### config.mk
export PLATFORM = sky130hd
export DESIGN_NAME = park_exit_ctrl
export DESIGN_NICKNAME = d
export VERILOG_FILES = /design/src/rtl/park_exit_ctrl_pkg.sv /design/src/rtl/park_timebase.sv /design/src/rtl/park_exit_ctrl.sv
export SDC_FILE = /design/constraint.sdc
export NUM_CORES = 1
export LEC_CHECK = 0
export CORE_MARGIN = 5
export CORE_UTILIZATION = 40
export CTS_CLUSTER_DIAMETER = 60
export DETAILED_ROUTE_END_ITERATION = 12
export HOLD_SLACK_MARGIN = 0.05
export SLEW_MARGIN = 10
export SYNTH_ARGS = -nofsm -noshare
export SYNTH_HDL_FRONTEND = slang
export SYNTH_HIERARCHICAL = 1
export SYNTH_SLANG_ARGS = --single-unit
### constraint.sdc
create_clock -name clk -period 7.8 [get_ports clk]
set_clock_uncertainty 0.15 [all_clocks]
set_input_delay 1.56 -clock clk [delete_from_list [all_inputs] [get_ports clk]]
set_output_delay 1.56 -clock clk [all_outputs]
set_load 0.01 [all_outputs]
### src/rtl/park_exit_ctrl_pkg.sv
// Shared definitions for the parking exit controller: exit FSM states,
// gate drive levels and default widths.
package park_exit_ctrl_pkg;

    typedef enum logic [2:0] {
        ST_IDLE,
        ST_SEARCH,
        ST_FEE,
        ST_WAIT_PAY,
        ST_OPEN
    } exit_state_t;

    localparam logic GATE_OPEN  = 1'b1;
    localparam logic GATE_CLOSE = 1'b0;

    localparam int unsigned DEF_N     = 4;
    localparam int unsigned DEF_FEE_W = 8;

endpackage

### src/rtl/park_timebase.sv
// Billing timebase: a prescaler dividing clk by TICK_DIV feeding a
// wrapping FEE_W-bit timestamp counter.
module park_timebase #(
    parameter int unsigned TICK_DIV = 8,
    parameter int unsigned FEE_W    = 8
) (
    input  logic             i_clk,
    input  logic             i_rst,
    output logic [FEE_W-1:0] o_timestamp
);

    localparam int unsigned PS_W = (TICK_DIV > 1) ? $clog2(TICK_DIV) : 1;

    logic [PS_W-1:0]  r_ps;
    logic [FEE_W-1:0] r_ts;
    logic             w_tc;

    assign w_tc = (r_ps == PS_W'(TICK_DIV - 1));

    always_ff @(posedge i_clk) begin
        if (i_rst) begin
            r_ps <= '0;
            r_ts <= '0;
        end else begin
            r_ps <= w_tc ? '0 : r_ps + PS_W'(1);
            if (w_tc) begin
                r_ts <= r_ts + FEE_W'(1);
            end
        end
    end

    assign o_timestamp = r_ts;

endmodule

### src/rtl/park_exit_ctrl.sv
// Parking exit controller: slot table fed by the entry gate, sequential
// search on exit request, time-based fee quote and exit gate control.
module park_exit_ctrl
    import park_exit_ctrl_pkg::*;
#(
    parameter int unsigned N        = DEF_N,
    parameter int unsigned SLOTS    = 16,
    parameter int unsigned TICK_DIV = 8,
    parameter int unsigned RATE     = 2,
    parameter int unsigned FEE_W    = DEF_FEE_W,
    parameter int unsigned OPEN_CYC = 4
) (
    input  logic                   clk,
    input  logic                   rst,
    input  logic                   entry_valid,
    input  logic [N-1:0]           entry_vn,
    output logic                   entry_reject,
    input  logic                   exit_req,
    input  logic [N-1:0]           exit_vn,
    output logic [FEE_W-1:0]       fee,
    output logic                   fee_valid,
    input  logic                   pay_valid,
    input  logic [FEE_W-1:0]       pay_amt,
    output logic                   err,
    output logic                   exit_gate,
    output logic [$clog2(SLOTS):0] occupancy,
    output logic                   full
);

    localparam int unsigned IDX_W = $clog2(SLOTS);
    localparam int unsigned OCC_W = IDX_W + 1;
    localparam int unsigned OC_W  = (OPEN_CYC > 1) ? $clog2(OPEN_CYC) : 1;

    logic [FEE_W-1:0]   w_ts;

    logic [N-1:0]       r_slot_vn    [SLOTS];
    logic [FEE_W-1:0]   r_slot_stamp [SLOTS];
    logic [SLOTS-1:0]   r_slot_valid;
    logic [OCC_W-1:0]   r_occ;
    logic               r_reject;

    logic               w_full;
    logic               w_has_free;
    logic               w_dup;
    logic               w_accept;
    logic [IDX_W-1:0]   w_free_idx;

    exit_state_t        r_state;
    exit_state_t        w_state_next;
    logic [IDX_W-1:0]   r_idx;
    logic [IDX_W-1:0]   r_match_idx;
    logic               r_found;
    logic [N-1:0]       r_exit_vn;
    logic [OC_W-1:0]    r_open_cnt;
    logic [FEE_W-1:0]   r_fee;
    logic               r_fee_valid;
    logic               r_err;
    logic               r_gate;

    logic               w_hit;
    logic               w_err;
    logic               w_release;
    logic [FEE_W-1:0]   w_units;
    logic [2*FEE_W-1:0] w_prod;
    logic [FEE_W-1:0]   w_fee;

    park_timebase #(
        .TICK_DIV (TICK_DIV),
        .FEE_W    (FEE_W)
    ) u_timebase (
        .i_clk       (clk),
        .i_rst       (rst),
        .o_timestamp (w_ts)
    );

    // Lowest free slot and duplicate detection for the incoming vehicle.
    always_comb begin
        w_has_free = 1'b0;
        w_free_idx = '0;
        w_dup      = 1'b0;
        for (int unsigned i = 0; i < SLOTS; i++) begin
            if (!r_slot_valid[i] && !w_has_free) begin
                w_has_free = 1'b1;
                w_free_idx = IDX_W'(i);
            end
            if (r_slot_valid[i] && (r_slot_vn[i] == entry_vn)) begin
                w_dup = 1'b1;
            end
        end
    end

    assign w_full   = (r_occ == OCC_W'(SLOTS));
    assign w_accept = entry_valid && !w_full && !w_dup && w_has_free;

    always_ff @(posedge clk) begin
        if (w_accept) begin
            r_slot_vn[w_free_idx]    <= entry_vn;
            r_slot_stamp[w_free_idx] <= w_ts;
        end
    end

    // A slot released this edge still reads valid, so it cannot be reclaimed until next cycle.
    always_ff @(posedge clk) begin
        if (rst) begin
            r_slot_valid <= '0;
            r_occ        <= '0;
            r_reject     <= 1'b0;
        end else begin
            r_reject <= entry_valid && !w_accept;
            if (w_release) begin
                r_slot_valid[r_match_idx] <= 1'b0;
            end
            if (w_accept) begin
                r_slot_valid[w_free_idx] <= 1'b1;
            end
            case ({w_accept, w_release})
                2'b10:   r_occ <= r_occ + OCC_W'(1);
                2'b01:   r_occ <= r_occ - OCC_W'(1);
                default: r_occ <= r_occ;
            endcase
        end
    end

    assign w_hit = r_slot_valid[r_idx] && (r_slot_vn[r_idx] == r_exit_vn);

    always_comb begin
        w_units = w_ts - r_slot_stamp[r_match_idx];
        if (w_units == '0) begin
            w_units = FEE_W'(1);
        end
        w_prod = (2*FEE_W)'(w_units) * (2*FEE_W)'(RATE);
        w_fee  = (|w_prod[2*FEE_W-1:FEE_W]) ? '1 : w_prod[FEE_W-1:0];
    end

    always_ff @(posedge clk) begin
        if (rst) begin
            r_state <= ST_IDLE;
        end else begin
            r_state <= w_state_next;
        end
    end

    always_comb begin
        w_state_next = r_state;
        w_err        = 1'b0;
        w_release    = 1'b0;
        case (r_state)
            ST_IDLE: begin
                if (exit_req) begin
                    w_state_next = ST_SEARCH;
                end
            end
            ST_SEARCH: begin
                if (r_idx == IDX_W'(SLOTS - 1)) begin
                    if (r_found || w_hit) begin
                        w_state_next = ST_FEE;
                    end else begin
                        w_state_next = ST_IDLE;
                        w_err        = 1'b1;
                    end
                end
            end
            ST_FEE: begin
                w_state_next = ST_WAIT_PAY;
            end
            ST_WAIT_PAY: begin
                if (pay_valid) begin
                    if (pay_amt >= r_fee) begin
                        w_state_next = ST_OPEN;
                        w_release    = 1'b1;
                    end else begin
                        w_err = 1'b1;
                    end
                end
            end
            ST_OPEN: begin
                if (r_open_cnt == OC_W'(OPEN_CYC - 1)) begin
                    w_state_next = ST_IDLE;
                end
            end
            default: begin
                w_state_next = ST_IDLE;
            end
        endcase
    end

    // Status outputs are registered from the current state, so each trails
    // its state by one edge (fee_valid rises SLOTS+2 edges after exit_req).
    always_ff @(posedge clk) begin
        if (rst) begin
            r_idx       <= '0;
            r_match_idx <= '0;
            r_found     <= 1'b0;
            r_exit_vn   <= '0;
            r_open_cnt  <= '0;
            r_fee       <= '0;
            r_fee_valid <= 1'b0;
            r_err       <= 1'b0;
            r_gate      <= GATE_CLOSE;
        end else begin
            r_err       <= w_err;
            r_fee_valid <= (r_state == ST_WAIT_PAY) && (w_state_next == ST_WAIT_PAY);
            r_gate      <= (r_state == ST_OPEN) ? GATE_OPEN : GATE_CLOSE;
            case (r_state)
                ST_IDLE: begin
                    if (exit_req) begin
                        r_exit_vn <= exit_vn;
                        r_idx     <= '0;
                        r_found   <= 1'b0;
                    end
                end
                ST_SEARCH: begin
                    r_idx <= r_idx + IDX_W'(1);
                    if (w_hit && !r_found) begin
                        r_found     <= 1'b1;
                        r_match_idx <= r_idx;
                    end
                end
                ST_FEE: begin
                    r_fee <= w_fee;
                end
                ST_WAIT_PAY: begin
                    r_open_cnt <= '0;
                end
                ST_OPEN: begin
                    r_open_cnt <= r_open_cnt + OC_W'(1);
                end
                default: begin
                    r_open_cnt <= '0;
                end
            endcase
        end
    end

    assign entry_reject = r_reject;
    assign fee          = r_fee;
    assign fee_valid    = r_fee_valid;
    assign err          = r_err;
    assign exit_gate    = r_gate;
    assign occupancy    = r_occ;
    assign full         = w_full;

endmodule

* Yosys cells after proc, flatten, opt, wreduce, memory -nomap -nowiden
Memories as Yosys holds them, arrays and structs flattened. A register that Yosys moved wholly into a read port is not among the register bits.
Index checks and enable logic that the tools add are counted.
** Operators by class
- $add $sub $neg :: 7
- $mul :: 0
- Div/mod/pow operators :: 0
- Magnitude comparators :: 6
- Equality and inequality tests :: 30
- Shift-type cells :: 0
- Muxes and demuxes :: 87
- Bitwise logic cells :: 3
- Reduce and logical (&&, ||, !) cells :: 84
** Operators with widths (number)
- 4-bit two-way mux :: 19
- 4-bit == test :: 17
- 1-bit two-way mux :: 48
- 16-bit two-way mux :: 3
- 1-bit logical AND :: 40
- 1-bit logical NOT :: 33
- 16-bit bitwise AND :: 1
- 8-bit two-way mux :: 2
- 16-bit NOT :: 1
- 16-bit OR :: 1
- 4-bit by 5-bit < comparator with 1-bit output (second input constant) :: 3
- 3-bit two-way mux :: 5
- 3-bit one-hot mux with 5 select lines :: 1
- 5-bit one-hot mux with 2 select lines :: 1
- 3-bit by 2-bit == test with 1-bit output (second input constant) :: 3
- 8-bit by 1-bit adder with 8-bit output (second input constant) :: 1
- 1-bit demux with 4-bit select :: 2
- 4-bit by 1-bit greater-or-equal comparator with 1-bit output (second input constant) :: 2
- 8-bit greater-or-equal comparator :: 1
- 8-bit logical NOT :: 1
- 4-bit one-hot mux with 2 select lines :: 1
- 8-bit subtractor :: 1
- 3-bit == test (second input constant) :: 2
- 2-bit AND reduction :: 3
- other kinds (21) :: 25
** Word-level totals
- Register bits after elaboration :: 62
- Latch bits :: 0
- Bits in writable memories :: 192
- Bits in read-only memories :: 0
- Output and inout bits :: 18
- Logic and storage cells :: 234
- Memories kept :: 2
** Memory list
- r_slot_stamp :: words 16, bits a word 8, rd ports 1, clocked after Yosys merged registers in 1, wr ports 1, RTL line park_exit_ctrl.sv:37 : logic [FEE_W-1:0] r_slot_stamp [SLOTS];
- r_slot_vn :: words 16, bits a word 4, rd ports 17, clocked after Yosys merged registers in 1, wr ports 1, RTL line park_exit_ctrl.sv:36 : logic [N-1:0] r_slot_vn [SLOTS];

* Longest topological paths before layout
- Depth after elaboration :: 51
- Depth in mapped cells :: 20
- Depth with buffers taken out :: 17

* By module
The synthesis kept the hierarchy.
** By module, submodules not included
- park_exit_ctrl :: times used 1, cells an instance 803, area an instance 11543.6 µm²
- park_timebase :: times used 1, cells an instance 45, area an instance 456.7 µm²

* Worst setup path before layout
No wires, ideal clock.
- Path kind :: input to register
- From :: input port pay_amt[5]
- To :: register r_occ[4], in the netlist occupancy[4]
- Library setup time :: 0.071 ns
- Arrival :: 4.853 ns
- Required time :: 7.579 ns
- Path slack :: 2.726 ns
- Cell stages on the path :: 18
- Path buffers :: 3
- Cell sequence :: ha_1 a2111o_1 a31oi_1 o21ai_0 o21ai_0 clkbuf_1 clkbuf_1 nor2_1 ha_1 clkbuf_1 xor2_1 ha_1 o21ai_0 a21oi_1 a21oi_1 xor2_1 or3_1 a21oi_1
** Between the ends
- Cells in the longest elaborated chain, start to end :: 6
** Ends and longest elaborated chain
- start, declared :: RTL line park_exit_ctrl.sv:23 : input logic [FEE_W-1:0] pay_amt,
- 8-bit greater-or-equal comparator (*) :: RTL line park_exit_ctrl.sv:168 : if (pay_amt >= r_fee) begin
- 1-bit two-way mux (*) :: RTL line park_exit_ctrl.sv:168
- 1-bit two-way mux (*) :: RTL line park_exit_ctrl.sv:167 : if (pay_valid) begin
- 1-bit two-way mux (*) :: RTL line park_exit_ctrl.sv:147 : case (r_state)
- 2-bit by 1-bit == test with 1-bit output / 2-bit == test (equally long branches) :: RTL line park_exit_ctrl.sv:116 : case ({w_accept, w_release})
- 5-bit one-hot mux with 2 select lines / 2-bit nonzero test (equally long branches)
- end signal, assigned :: RTL line park_exit_ctrl.sv:117 : 2'b10: r_occ <= r_occ + OCC_W'(1);
- end signal, assigned :: RTL line park_exit_ctrl.sv:118 : 2'b01: r_occ <= r_occ - OCC_W'(1);
- end signal, assigned :: RTL line park_exit_ctrl.sv:119 : default: r_occ <= r_occ;
- end, declared :: RTL line park_exit_ctrl.sv:39 : logic [OCC_W-1:0] r_occ;
Every way passes the cells marked *; elsewhere a longest branch is shown, timed or not.
A chain may end at the register's enable or synchronous reset.

* Final worst setup path
- From :: input port entry_vn[0]
- To :: memory r_slot_vn[8][3] (netlist name), enable pin
** Between the ends
- Cells in the longest elaborated chain, start to end :: 23
** Ends and longest elaborated chain
- start, declared :: RTL line park_exit_ctrl.sv:16 : input logic [N-1:0] entry_vn,
- 4-bit == test :: RTL line park_exit_ctrl.sv:86 : if (r_slot_valid[i] && (r_slot_vn[i] == entry_vn)) begin
- 1-bit logical AND :: RTL line park_exit_ctrl.sv:86
- 1-bit two-way mux (15 in a row) :: RTL line park_exit_ctrl.sv:86
- 1-bit two-way mux (*) :: RTL line park_exit_ctrl.sv:86
- 1-bit logical NOT (*) :: RTL line park_exit_ctrl.sv:93 : assign w_accept = entry_valid && !w_full && !w_dup && w_has_free;
- 1-bit logical AND (*) (2 in a row) :: RTL line park_exit_ctrl.sv:93
- 1-bit two-way mux (*) :: RTL line park_exit_ctrl.sv:96 : if (w_accept) begin
- 1-bit two-way mux (implied by the code) (*) :: RTL line park_exit_ctrl.sv:97 : r_slot_vn[w_free_idx] <= entry_vn;
- end, declared :: RTL line park_exit_ctrl.sv:36
Marks and branches as above.

==> run_results.csv <==
group,metric,value,unit
worst_setup_path,critPathMaxStageDelay,1160,ps
synthesis,synth-seq-cells,262,
sta,setup_violations,0,
clock_network,cts_buffers,29,
route,routed_wl,28.5,mm
global_routing,antenna_found_initial,0,
worst_setup_path,cp-end-kind,"flip-flop",
place,place_hpwl,19.8,mm
final_layout,nNetsFinal,942,
global_routing,grt_use_total,16.9,%
hold_path,min_path_cells,1,
route,dr_total_vias,7252,
synthesis,async_flop_share,0,%
power,vdd_ir_drop_max,171,µV
sta,period_share,73.3,%
sta,finalHoldViolCount,0,
clock_network,cts_tree,"built",
final_layout,layout_common_cells,"edfxtp_1, dfxtp_1, mux4_2, nor2_1, xor2_1",
outcome,status,"complete, no violations",
final_layout,final_common_cell,"edfxtp_1",
clock_network,cts_buffer_depth,3,
flow_run,maxCapViolations,0,
global_routing,grt_max_degree,69,
synthesis,yosys_most_used_dff,"edfxtp_1",
sta,slew_headroom,22.7,%
hold_path,holdPathEnd,"u_timebase/r_ps[0]",
worst_setup_path,cp-start-kind,"input port",
clock_network,cts_hold_buf,0,
global_routing,grt_pass1_wl,44.2,mm
sta,min_period,5720,ps
worst_setup_path,cp.required,7810,ps
sta,fin_hold_ws,285,ps
route,avgViaCountPerCell,5.54,
clock_network,numClockSinks,262,
route,drtAntennaViolNets,0,
worst_setup_path,worst_r2r_startpoint,"r_slot_valid[11]",
synthesis,synthCells,848,
sta,fin_setup_tns,0,ps
synthesis,yosysWarnings,6,
power,p_leak,0.00447,µW
power,power.density,219,mW/mm²
clock_network,cts_root_buffer,"clkbuf_16",
clock_network,htree_levels,1,
route,first_iter_violations,594,
floorplan,start_util,40.5,%
hold_path,min_from,"u_timebase/r_ps[0]",
hold_path,hp-class,"flip-flop to flip-flop",
worst_setup_path,rr_worst_depth,6,
sta,drv_slew,0,
synthesis,synth_edf_count,192,
synthesis,synth_area,0.0120,mm²
worst_setup_path,worstSetupPathType,"input port to flip-flop",
worst_setup_path,r2r_end,"r_slot_vn[8][3]",
worst_setup_path,crit_slowest_cell,"clkdlybuf4s50_1",
worst_setup_path,critical_path.top_delay_family,"simple AND/OR/NAND/NOR gates",
global_routing,grt_overflow,0,
place,routabilityCongestion,0.917,
route,drc,0,
floorplan,row_count,63,
clock_network,post_cts_buffers,0,
floorplan,ios,39,
clock_network,cts.repair.resized,0,
synthesis,syn_nets,894,
worst_setup_path,worstPathCellList,"clkdlybuf4s50_1, xnor2_1, nand3_1, nor3_1, a2111oi_0, nand4_1, or4_1, nor2_1",
final_layout,final_util,46.3,%
worst_setup_path,path_buf_inv,1,
worst_setup_path,critPathArrivalTime,5720,ps
worst_setup_path,crit_fanout,24,
clock_network,clk_pin_slew_worst_paths,60,ps
route,firstDrtPassIters,4,
final_layout,syn2layout_area_growth,14.4,%
worst_setup_path,timing.reg2reg.setup_slack,3840,ps
synthesis,ys_seq_area_share,59.7,%
place,port_buffers,38,
sta,fmax,175,MHz
clock_network,clk_latency,550,ps
global_routing,grt_pass1_vias,7277,
sta,rsz0062_at_grt,"false",
route,wl_per_cell,21.8,µm
floorplan,die_x,183,µm
synthesis,synth_cell_types,60,
floorplan,core_area,0.0296,mm²
final_layout,drive_gt1_share,15.6,%
floorplan,die_area,0.0336,mm²
synthesis,syn_avg_cell_area,14.2,µm²
floorplan,dieHeight,183,µm
final_layout,n_antenna_cell,0,
sta,tightest_slew,1150,ps
==> registers in the layout, summed over array words and instances (netlist names), named ones only <==
register                flops
r_open_cnt                  2
fee_valid                   1
u_timebase/o_timestamp      8
occupancy                   5
r_match_idx                 4
u_timebase/r_ps             3
r_found                     1
fee                         8
r_exit_vn                   4
r_state                     3
err                         1
entry_reject                1
r_slot_valid               16
exit_gate                   1
r_slot_vn                  64
r_slot_stamp              128
r_idx                       4
==> routing by layer <==
metal  up-vias  wire [µm]  track usage [%]
met5         -          0                0
met4         0        513             3.61
met3        48       1800             2.98
met2       225      12800             25.9
met1      3629      13400             25.4
li1       3350          -                -
==> power breakdown <==
group	total, µW	internal, µW	switching [µW]
combinational	166	72.3	94.0
clock	1320	781	539
sequential	1520	1500	17.3
total	3010	2360	650
==> synth_stat cells, types with 8 or more instances <==
master | instances | area [µm²]
a21o_1 | 8 | 60.1
a21oi_1 | 27 | 135
a31oi_1 | 8 | 50.1
buf_2 | 10 | 50.1
clkbuf_1 | 21 | 78.8
dfxtp_1 | 70 | 1400
edfxtp_1 | 192 | 5770
ha_1 | 24 | 300
inv_1 | 32 | 120
mux2i_1 | 23 | 230
mux4_2 | 56 | 1260
nand2_1 | 34 | 128
nand3_1 | 19 | 95.1
nand4_1 | 11 | 68.8
nor2_1 | 56 | 210
nor2b_1 | 11 | 68.8
nor3_1 | 18 | 90.1
nor4_1 | 15 | 93.8
o21ai_0 | 16 | 80.1
o41ai_1 | 9 | 78.8
xnor2_1 | 29 | 254
xor2_1 | 52 | 455
==> stage by stage <==
stage	setup slack, ps	power (µW)	instance area, µm²	instances
after CTS	2050	3040	13700	1308
final	2080	3010	13700	1308
after global placement	1610	1720	12800	1255
after floorplan	2730	1660	12000	848
after detailed placement	1590	1720	12800	1255
after global routing	1620	3110	13700	1308
==> final cells by class <==
| cell class | count | area, µm² |
|---|---|---|
| Fill cell | 2618 | 15900 |
| Sequential cell | 262 | 7170 |
| Multi-Input combinational cell | 508 | 4470 |
| Clock buffer | 35 | 748 |
| Timing Repair Buffer | 63 | 563 |
| Tap cell | 390 | 488 |
| Clock inverter | 18 | 173 |
| Inverter | 32 | 120 |
==> worst max-delay path by stage <==
| stage | start | endpoint | slack, ps | cells past startpoint |
|---|---|---|---|---|
| 4_1_cts | entry_vn[0] | r_slot_vn[4][3] | 2050 | 8 |
| 6_report | entry_vn[0] | r_slot_vn[8][3] | 2080 | 8 |
| 3_5_place_dp | entry_vn[0] | r_slot_stamp[4][6] | 1590 | 8 |
| 5_1_grt | entry_vn[0] | occupancy[4] | 1620 | 16 |
| 3_3_place_gp | entry_vn[0] | r_slot_stamp[4][1] | 1610 | 9 |
| 2_1_floorplan | pay_amt[5] | occupancy[4] | 2730 | 18 |
==> cells by family after synthesis <==
| group | share of synthesized area (%) |
|---|---|
| flops | 59.7 |
| simple gates | 8.81 |
| xor+xnor | 6.05 |
| compound gates | 6.50 |
| mux | 13.1 |
| fa+ha+maj | 2.67 |
| buf+inv | 3.20 |
Power figures use the tool's default switching activity.
